## src/rtl/gnt_ack_pkg.sv

```systemverilog
// Shared constants and types for the grant/ack responder.
package gnt_ack_pkg;

  localparam int MAX_LAT  = 4;
  localparam int DEPTH    = 4;
  // Queue entries carry the widest supported tag; the top uses the low ID_W bits.
  localparam int ID_W_MAX = 16;

  typedef enum logic [0:0] {
    IDLE = 1'b0,
    BUSY = 1'b1
  } state_e;

  typedef struct packed {
    logic [ID_W_MAX-1:0] id;
    logic [2:0]          stamp;
  } entry_t;

  // Modulo-8 age; the deadline keeps real ages at or below 4, so wrap is harmless.
  function automatic logic [2:0] age_of(input logic [2:0] now, input logic [2:0] stamp);
    return now - stamp;
  endfunction

endpackage

```

## src/rtl/gnt_ack_fifo.sv

```systemverilog
// Four-entry circular buffer of pending grants; push and pop may share an edge.
module gnt_ack_fifo
  import gnt_ack_pkg::*;
(
  input  logic       clk,
  input  logic       rst_n,
  input  logic       push,
  input  logic       pop,
  input  entry_t     din,
  output entry_t     head,
  output logic [2:0] count,
  output logic       empty
);

  localparam int PW = $clog2(DEPTH);

  entry_t        mem [DEPTH];
  logic [PW-1:0] wr_ptr;
  logic [PW-1:0] rd_ptr;

  always_ff @(posedge clk) begin
    if (!rst_n) begin
      wr_ptr <= '0;
      rd_ptr <= '0;
      count  <= '0;
    end else begin
      if (push) begin
        mem[wr_ptr] <= din;
        wr_ptr      <= wr_ptr + PW'(1);
      end
      if (pop) rd_ptr <= rd_ptr + PW'(1);
      case ({push, pop})
        2'b10:   count <= count + 3'd1;
        2'b01:   count <= count - 3'd1;
        default: ;
      endcase
    end
  end

  assign head  = mem[rd_ptr];
  assign empty = (count == 3'd0);

endmodule

```

## src/rtl/gnt_ack_responder.sv

```systemverilog
// Acks each grant in order L cycles after it arrives; a stall may defer the ack
// but never past the 4-cycle deadline, where it is forced and flagged late.
module gnt_ack_responder
  import gnt_ack_pkg::*;
#(
  parameter int ID_W  = 4,
  parameter int CNT_W = 16
) (
  input  logic             clk,
  input  logic             rst_n,
  input  logic             gnt,
  input  logic [ID_W-1:0]  gnt_id,
  input  logic [1:0]       lat_cfg,
  input  logic             stall,
  output logic             ack,
  output logic [ID_W-1:0]  ack_id,
  output logic             late,
  output logic [2:0]       outstanding,
  output logic [CNT_W-1:0] ack_cnt
);

  state_e     state;
  logic [2:0] now;
  logic [1:0] lat_cur;
  entry_t     head;
  entry_t     din;
  logic [2:0] count;
  logic       empty;
  logic [2:0] age;
  logic       eligible;
  logic       deadline;
  logic       pop;
  logic       unused_id_hi;

  assign din          = '{id: ID_W_MAX'(gnt_id), stamp: now};
  assign age          = age_of(now, head.stamp);
  assign eligible     = !empty && (age > {1'b0, lat_cur});
  assign deadline     = !empty && (age >= 3'(MAX_LAT));
  assign pop          = eligible && (!stall || deadline);
  assign unused_id_hi = ^head.id;

  gnt_ack_fifo u_fifo (
    .clk   (clk),
    .rst_n (rst_n),
    .push  (gnt),
    .pop   (pop),
    .din   (din),
    .head  (head),
    .count (count),
    .empty (empty)
  );

  always_ff @(posedge clk) begin
    if (!rst_n) begin
      state   <= IDLE;
      now     <= '0;
      lat_cur <= lat_cfg;
      ack     <= 1'b0;
      ack_id  <= '0;
      late    <= 1'b0;
      ack_cnt <= '0;
    end else begin
      now    <= now + 3'd1;
      ack    <= pop;
      ack_id <= pop ? head.id[ID_W-1:0] : '0;
      // A pop under stall can only be the forced deadline ack.
      late   <= pop && stall;
      if (pop) ack_cnt <= ack_cnt + CNT_W'(1);
      case (state)
        IDLE: begin
          if (gnt) state   <= BUSY;
          else     lat_cur <= lat_cfg;
        end
        BUSY: begin
          if (pop && count == 3'd1 && !gnt) state <= IDLE;
        end
        default: state <= IDLE;
      endcase
    end
  end

  assign outstanding = count;

endmodule

```

## config.mk

```make
export PLATFORM = sky130hd
export DESIGN_NAME = gnt_ack_responder
export DESIGN_NICKNAME = d
export VERILOG_FILES = /design/src/rtl/gnt_ack_pkg.sv /design/src/rtl/gnt_ack_fifo.sv /design/src/rtl/gnt_ack_responder.sv
export SDC_FILE = /design/constraint.sdc
export NUM_CORES = 1
export LEC_CHECK = 0
export BUFFER_PORTS_ARGS = -buffer_cell sky130_fd_sc_hd__buf_2
export CORE_MARGIN = 4
export CORE_UTILIZATION = 53
export CTS_BUF_LIST = sky130_fd_sc_hd__clkbuf_16
export DETAILED_ROUTE_END_ITERATION = 7
export GPL_ROUTABILITY_DRIVEN = 1
export PLACE_DENSITY = 0.72
export SYNTH_ARGS = -nofsm -noshare
export SYNTH_HDL_FRONTEND = slang
export SYNTH_HIERARCHICAL = 1
export SYNTH_SLANG_ARGS = --single-unit
```

## constraint.sdc

```tcl
create_clock -name clk -period 5.4 [get_ports clk]
set_clock_uncertainty 0.15 [all_clocks]
set_input_delay 1.08 -clock clk [delete_from_list [all_inputs] [get_ports clk]]
set_output_delay 1.08 -clock clk [all_outputs]
set_load 0.01 [all_outputs]
```

==> flow_summary.toml, run 1 <==
[status]
status = "finished, final reports clean"

[critical_path]
cp_slowest_cell = "mux4_1"
crit_path_start_kind = "register"
rr_worst_depth = 15
r2r_slack_ps = 1100
cpMostUsedCell = "ha_1"
worstPathCellList = "mux4_1 -> ha_1 -> inv_1 -> fa_1 -> ha_1 -> a211oi_2 -> o21ai_2 -> buf_4 -> nand2_1 -> ha_1 -> inv_1 -> fa_1 -> xor2_1 -> or3_1 -> a21boi_0"
critical_path_class = "reg2reg"
crit_path_end_kind = "register"
crit_fanout = 18
arrival_ps = 4390
worstReg2RegEnd = "u_fifo/count[2]"
required_ps = 5500
max_stage_delay_ps = 600

[global_route]
grt_max_degree = 44
antenna_found_initial = 0
grt_usage_pct = 17.4
grt_pass1_wl_um = 8540
grt_pass1_vias = 1808
grt_overflow = 0

[place]
dp_slack_ps = 1080
place_congestion = 0.715
dp.final_hpwl_um = 3510
placed_cell_area_um2 = 3100
port_buffers = 34

[min_path]
hold_class = "reg2reg"
min_from = "ack_cnt[15]"
whs_path_depth = 2
whs_endpoint = "ack_cnt[15]"

[clocking]
cts_sinks = 65
cts_resized = 0
clk_pin_slew_ps = 50
cts_buffers = 9
post-cts-setup-buffers = 0
root_buffer = "clkbuf_16"
htree_levels = 3
cts_tree = "done"
clockBufferDepth = 2
clkLatencyLatePin_ps = 330
cts_hold_buf = 0

[final_layout]
area_growth_syn_to_layout_pct = 17.9
fillers = 436
layout.nets = 290
drive_gt1_share_pct = 19.4
finalInstanceArea_um2 = 3410
multiInputGateArea_um2 = 1190
regArea_um2 = 1600
n_antenna_cell = 0

[floorplan]
core_um2 = 5200
io-pin-count = 35
die_w_um = 81.8
rows = 26
die_h_um = 81.8
initial_utilization_pct = 55.5
fp.dieArea_um2 = 6690

[routing]
wl_per_cell_um = 15.2
ant_nets = 0
drtIter0Drc = 80
drc_errors = 0
post_drt_via_cell_ratio = 5.33
num_vias = 1829
firstDrtPassIters = 5
finalWirelength_um = 5200

[pwr]
leakagePower_uw = 0.00135
vdd_drop_max_mv = 0.272
power.density_nw_per_um2 = 462

[synth]
synth_nets = 253
avgSynthCellArea_um2 = 12.5
syn_area_um2 = 2890
yosys_warnings = 6
synthCells = 231

[sta]
fin_tns_setup_ps = 0
setup_viol_count_final = 0
fmax_ghz = 0.233
timing.final.ws_setup_ps = 1100
tightest_slew_ps = 686
hold_violations = 0
min_period_ps = 4300
fin_crit_sh_pct = 79.6
slew_viol_final = 0
slew_headroom_pct = 54.3
rsz0062_at_grt = "no"

[job]
drv_cap = 0
[stage by stage]
stage / cells / total power, uW / hold slack (ps) / utilization (%)
global placement: 327 / 980 / 304 / 59.6
CTS: 343 / 1580 / 327 / 65.4
finish: 343 / 1570 / 320 / 65.4
global route: 343 / 1650 / 345 / 65.4
detailed placement: 327 / 992 / 321 / 59.6
floorplan: 231 / 909 / 303 / -
[critical path: cells and delay by family (launching register included)]
kind	cells	cell delay, ps
adder cells (fa/ha/maj)	5	1480
multiplexers	1	600
flip-flops	1	530
AO/OA/AOI/OAI	3	510
AND/OR/NAND/NOR	2	450
buffers and inverters	3	320
XOR/XNOR	1	160
[cell type report]
class / count / area share [%]
clock buffer: 9 / 6.61
timing repair buffer: 35 / 5.22
tap: 70 / 2.57
inverter: 11 / 1.21
clock inverter: 7 / 2.31
multi-input combinational: 146 / 35.0
sequential: 65 / 47.0
[where the power goes]
group | internal, uW | switching [uW] | leakage (uW) | total, uW
Sequential | 567 | 43.4 | 0.000562 | 611
Combinational | 164 | 208 | 0.000633 | 372
Clock | 395 | 194 | 0.000155 | 589
[sequential cells by signal, summed over array words and instances (netlist names), named ones only]
register / flops
u_fifo/mem: 28
late: 1
u_fifo/count: 3
state: 1
ack: 1
ack_cnt: 16
now: 3
lat_cur: 2
u_fifo/rd_ptr: 2
ack_id: 4
u_fifo/wr_ptr: 2
[how the worst max path moves through the flow]
| stage | startpoint | endpoint | slack [ps] | depth (start not counted) |
|---|---|---|---|---|
| final | register | u_fifo/count[2] | 1100 | 15 |
| after global routing | register | u_fifo/count[2] | 910 | 15 |
| after CTS | register | u_fifo/count[2] | 1090 | 15 |
| after detailed placement | register | u_fifo/count[2] | 1080 | 15 |
| after global placement | register | u_fifo/count[2] | 1230 | 15 |
| after floorplan | register | u_fifo/count[2] | 1400 | 16 |
[layout by cell type, fill, tap and decap left out, types with 2 or more instances in the layout]
| master | instances |
|---|---|
| fa_1 | 2 |
| and4_1 | 2 |
| dfxtp_1 | 35 |
| xnor2_1 | 3 |
| bufinv_16 | 2 |
| nand3_1 | 10 |
| mux2i_1 | 14 |
| a21boi_0 | 2 |
| ha_1 | 10 |
| a211oi_1 | 6 |
| buf_2 | 34 |
| clkinv_1 | 3 |
| nand2_1 | 21 |
| nor3_1 | 3 |
| inv_1 | 13 |
| mux4_1 | 7 |
| a21oi_1 | 8 |
| xor2_1 | 3 |
| a211oi_2 | 3 |
| edfxtp_1 | 30 |
| clkbuf_16 | 9 |
| nand2b_1 | 13 |
| nor2b_1 | 3 |
| and2_1 | 11 |
| o21ai_0 | 6 |
| and3_1 | 7 |
| nor2_1 | 3 |
[per-layer routing]
layer / share of wire (%) / vias up / GRT usage, %
met3: 4.3 / 15 / 3.84
met1: 44 / 864 / 20.4
li1: - / 906 / -
met5: 0 / - / 0
met4: 3.0 / 0 / 10.8
met2: 49 / 44 / 28.8
Note: power is estimated with default switching activity, not from simulation.
==> run 2: changes to the inputs <==
--- a/config.mk
+++ b/config.mk
@@ -11,7 +11,7 @@
 export CTS_BUF_LIST = sky130_fd_sc_hd__clkbuf_16
 export DETAILED_ROUTE_END_ITERATION = 7
 export GPL_ROUTABILITY_DRIVEN = 1
-export PLACE_DENSITY = 0.72
+export PLACE_DENSITY = 0.74
 export SYNTH_ARGS = -nofsm -noshare
 export SYNTH_HDL_FRONTEND = slang
 export SYNTH_HIERARCHICAL = 1
==> constraint.sdc (replaced) <==
create_clock -name clk -period 3.6 [get_ports clk]
set_clock_uncertainty 0.15 [all_clocks]
set_input_delay 0.72 -clock clk [delete_from_list [all_inputs] [get_ports clk]]
set_output_delay 0.72 -clock clk [all_outputs]
set_load 0.01 [all_outputs]
==> run 2 against run 1 <==
  * Global-route usage barely moved
  * Core utilization increased by 2.0 points
  * Setup slack worse by 1000 ps
  * Final cell count increased by 2.3%
  * Routed wire length decreased by 0.71%
  * Hold slack worse by 4.6 ps
  * Clock-buffer cell count is the same
  * Combinational power grew 93%
  * Non-clock buffer count up 8
  * Maximum frequency rose by 22%
  * Sequential power increased by 49%
  * Critical endpoint unchanged
  * Largest cell class unchanged
  * Largest power group unchanged
==> flow_summary.toml, run 2 (synthesis gave the netlist of run 1 again) <==
[sta]
slew_viol_final = 0
slew_headroom_pct = 55.4
setup_viol_count_final = 0
min_period_ps = 3540
whs_ps = 315
tightest_slew_ps = 663
rsz0062_at_grt = "yes"
hold_violations = 0
fin_crit_sh_pct = 98.2
fmax_ghz = 0.283
fin_tns_setup_ps = 0

[clocking]
clk_pin_slew_ps = 50
cts_hold_buf = 0
clkLatencyLatePin_ps = 330
htree_levels = 3
root_buffer = "clkbuf_16"
cts_tree = "done"
cts_sinks = 65
cts_buffers = 9
clockBufferDepth = 2

[pwr]
power.density_nw_per_um2 = 702
vdd_drop_max_mv = 0.439
leakagePower_uw = 0.00138
finalPower_uw = 2460

[floorplan]
fp.dieArea_um2 = 6690
core_um2 = 5200
io-pin-count = 35
initial_utilization_pct = 55.5
die_w_um = 81.8
die_h_um = 81.8
rows = 26

[routing]
post_drt_via_cell_ratio = 5.32
wl_per_cell_um = 14.7
drc_errors = 0
wl_met2_um = 2310
firstDrtPassIters = 5
drtIter0Drc = 151
highest_layer = "met4"
ant_nets = 0
drt-met1-wl_um = 2440
finalWirelength_um = 5170
num_vias = 1867
route.met3.wl_um = 276

[critical_path]
worstPathCellList = "mux4_2 -> ha_4 -> inv_2 -> fa_1 -> ha_4 -> a211oi_4 -> o21ai_2 -> nand2_4 -> ha_4 -> inv_2 -> fa_2 -> xor2_1 -> or3_1 -> a21boi_1"
required_ps = 3710
critical_path_class = "reg2reg"
r2r_slack_ps = 60
crit_path_start_kind = "register"
crit_fanout = 4
arrival_ps = 3650
cpMostUsedCell = "ha_4"
max_stage_delay_ps = 530
cp_top_family = "adder cells"
crit_path_end_kind = "register"
cp_slowest_cell = "mux4_2"
critPathBufInv = 2

[final_layout]
layout.nets = 298
drive_gt1_share_pct = 26.3
largest-register = "u_fifo/mem"
area_growth_syn_to_layout_pct = 21.5
final_cell_mix = "34 x dfxtp_1, 34 x buf_2, 30 x edfxtp_1, 20 x nand2_1, 14 x mux2i_1"
top_regs = "u_fifo/mem (28), ack_cnt (16), ack_id (4)"
n_antenna_cell = 0
largest_register_ffs = 28
fin_util_pct = 67.4

[status]
status = "finished, final reports clean"

[global_route]
grt_pass1_wl_um = 8350
antenna_found_initial = 0
grt_usage_pct = 17.3
grt_overflow = 0
grt_pass1_vias = 1757
grt_max_degree = 35

[min_path]
hold_class = "reg2reg"

[place]
port_buffers = 34
dp.final_hpwl_um = 3500
place_congestion = 0.774

[job]
drv_cap = 0
-- run 2: cell types whose count changed in the layout (fill, tap and decap cells not counted), moves of 2 or more --
cell	change
clkinv_2	+2
ha_4	+3
buf_4	+8
ha_1	-3
inv_1	-3
clkinv_1	-2
inv_2	+2
-- run 2: timing repair --
action | in CTS | in global routing
pin swaps | 2 | 0
buffers inserted | 1 | 1
resized for setup | 2 | 2
endpoints found under the setup margin | 1 | 1
-- run 2: power breakdown --
part | total, uW | switching, uW | internal, uW
clock | 836 | 308 | 528
combinational | 719 | 380 | 339
sequential | 909 | 56.0 | 853
-- run 2: final cells by class --
class / instances / area, um2
Clock buffer: 9 / 225
Clock inverter: 7 / 63.8
Fill cell: 405 / 1700
Inverter: 11 / 41.3
Multi-Input combinational cell: 146 / 1250
Sequential cell: 65 / 1610
Tap cell: 70 / 87.6
Timing Repair Buffer: 43 / 238
-- run 2: metrics by stage --
step	std cells	area (um2)	worst slack [ps]
detailed placement	333	3180	-64.3
global route	351	3510	-64.9
CTS	350	3490	30.3
finish	351	3510	64.9
global placement	333	3180	63.9
floorplan	231	2930	-163
-- run 2: path summary, 6_finish.rpt --
path	from	end	depth (start not counted)
max	register	u_fifo/count[2]	14
min	ack_cnt[15]	ack_cnt[15]	2
max reg2reg	register	u_fifo/count[2]	14
min reg2reg	ack_cnt[15]	ack_cnt[15]	2
-- run 2: tightest hold or removal path, delay by kind of cell, from the launching register on --
kind,cells,cell delay [ps]
flip-flops,1,310
multiplexers,1,50
AND/OR/NAND/NOR,1,50
-- run 2: per-layer routing --
| layer | GRT usage (%) | vias to the layer above |
|---|---|---|
| li1 | - | 925 |
| met1 | 23.9 | 887 |
| met2 | 24.2 | 42 |
| met3 | 4.61 | 13 |
| met4 | 11.0 | 0 |
| met5 | 0 | - |
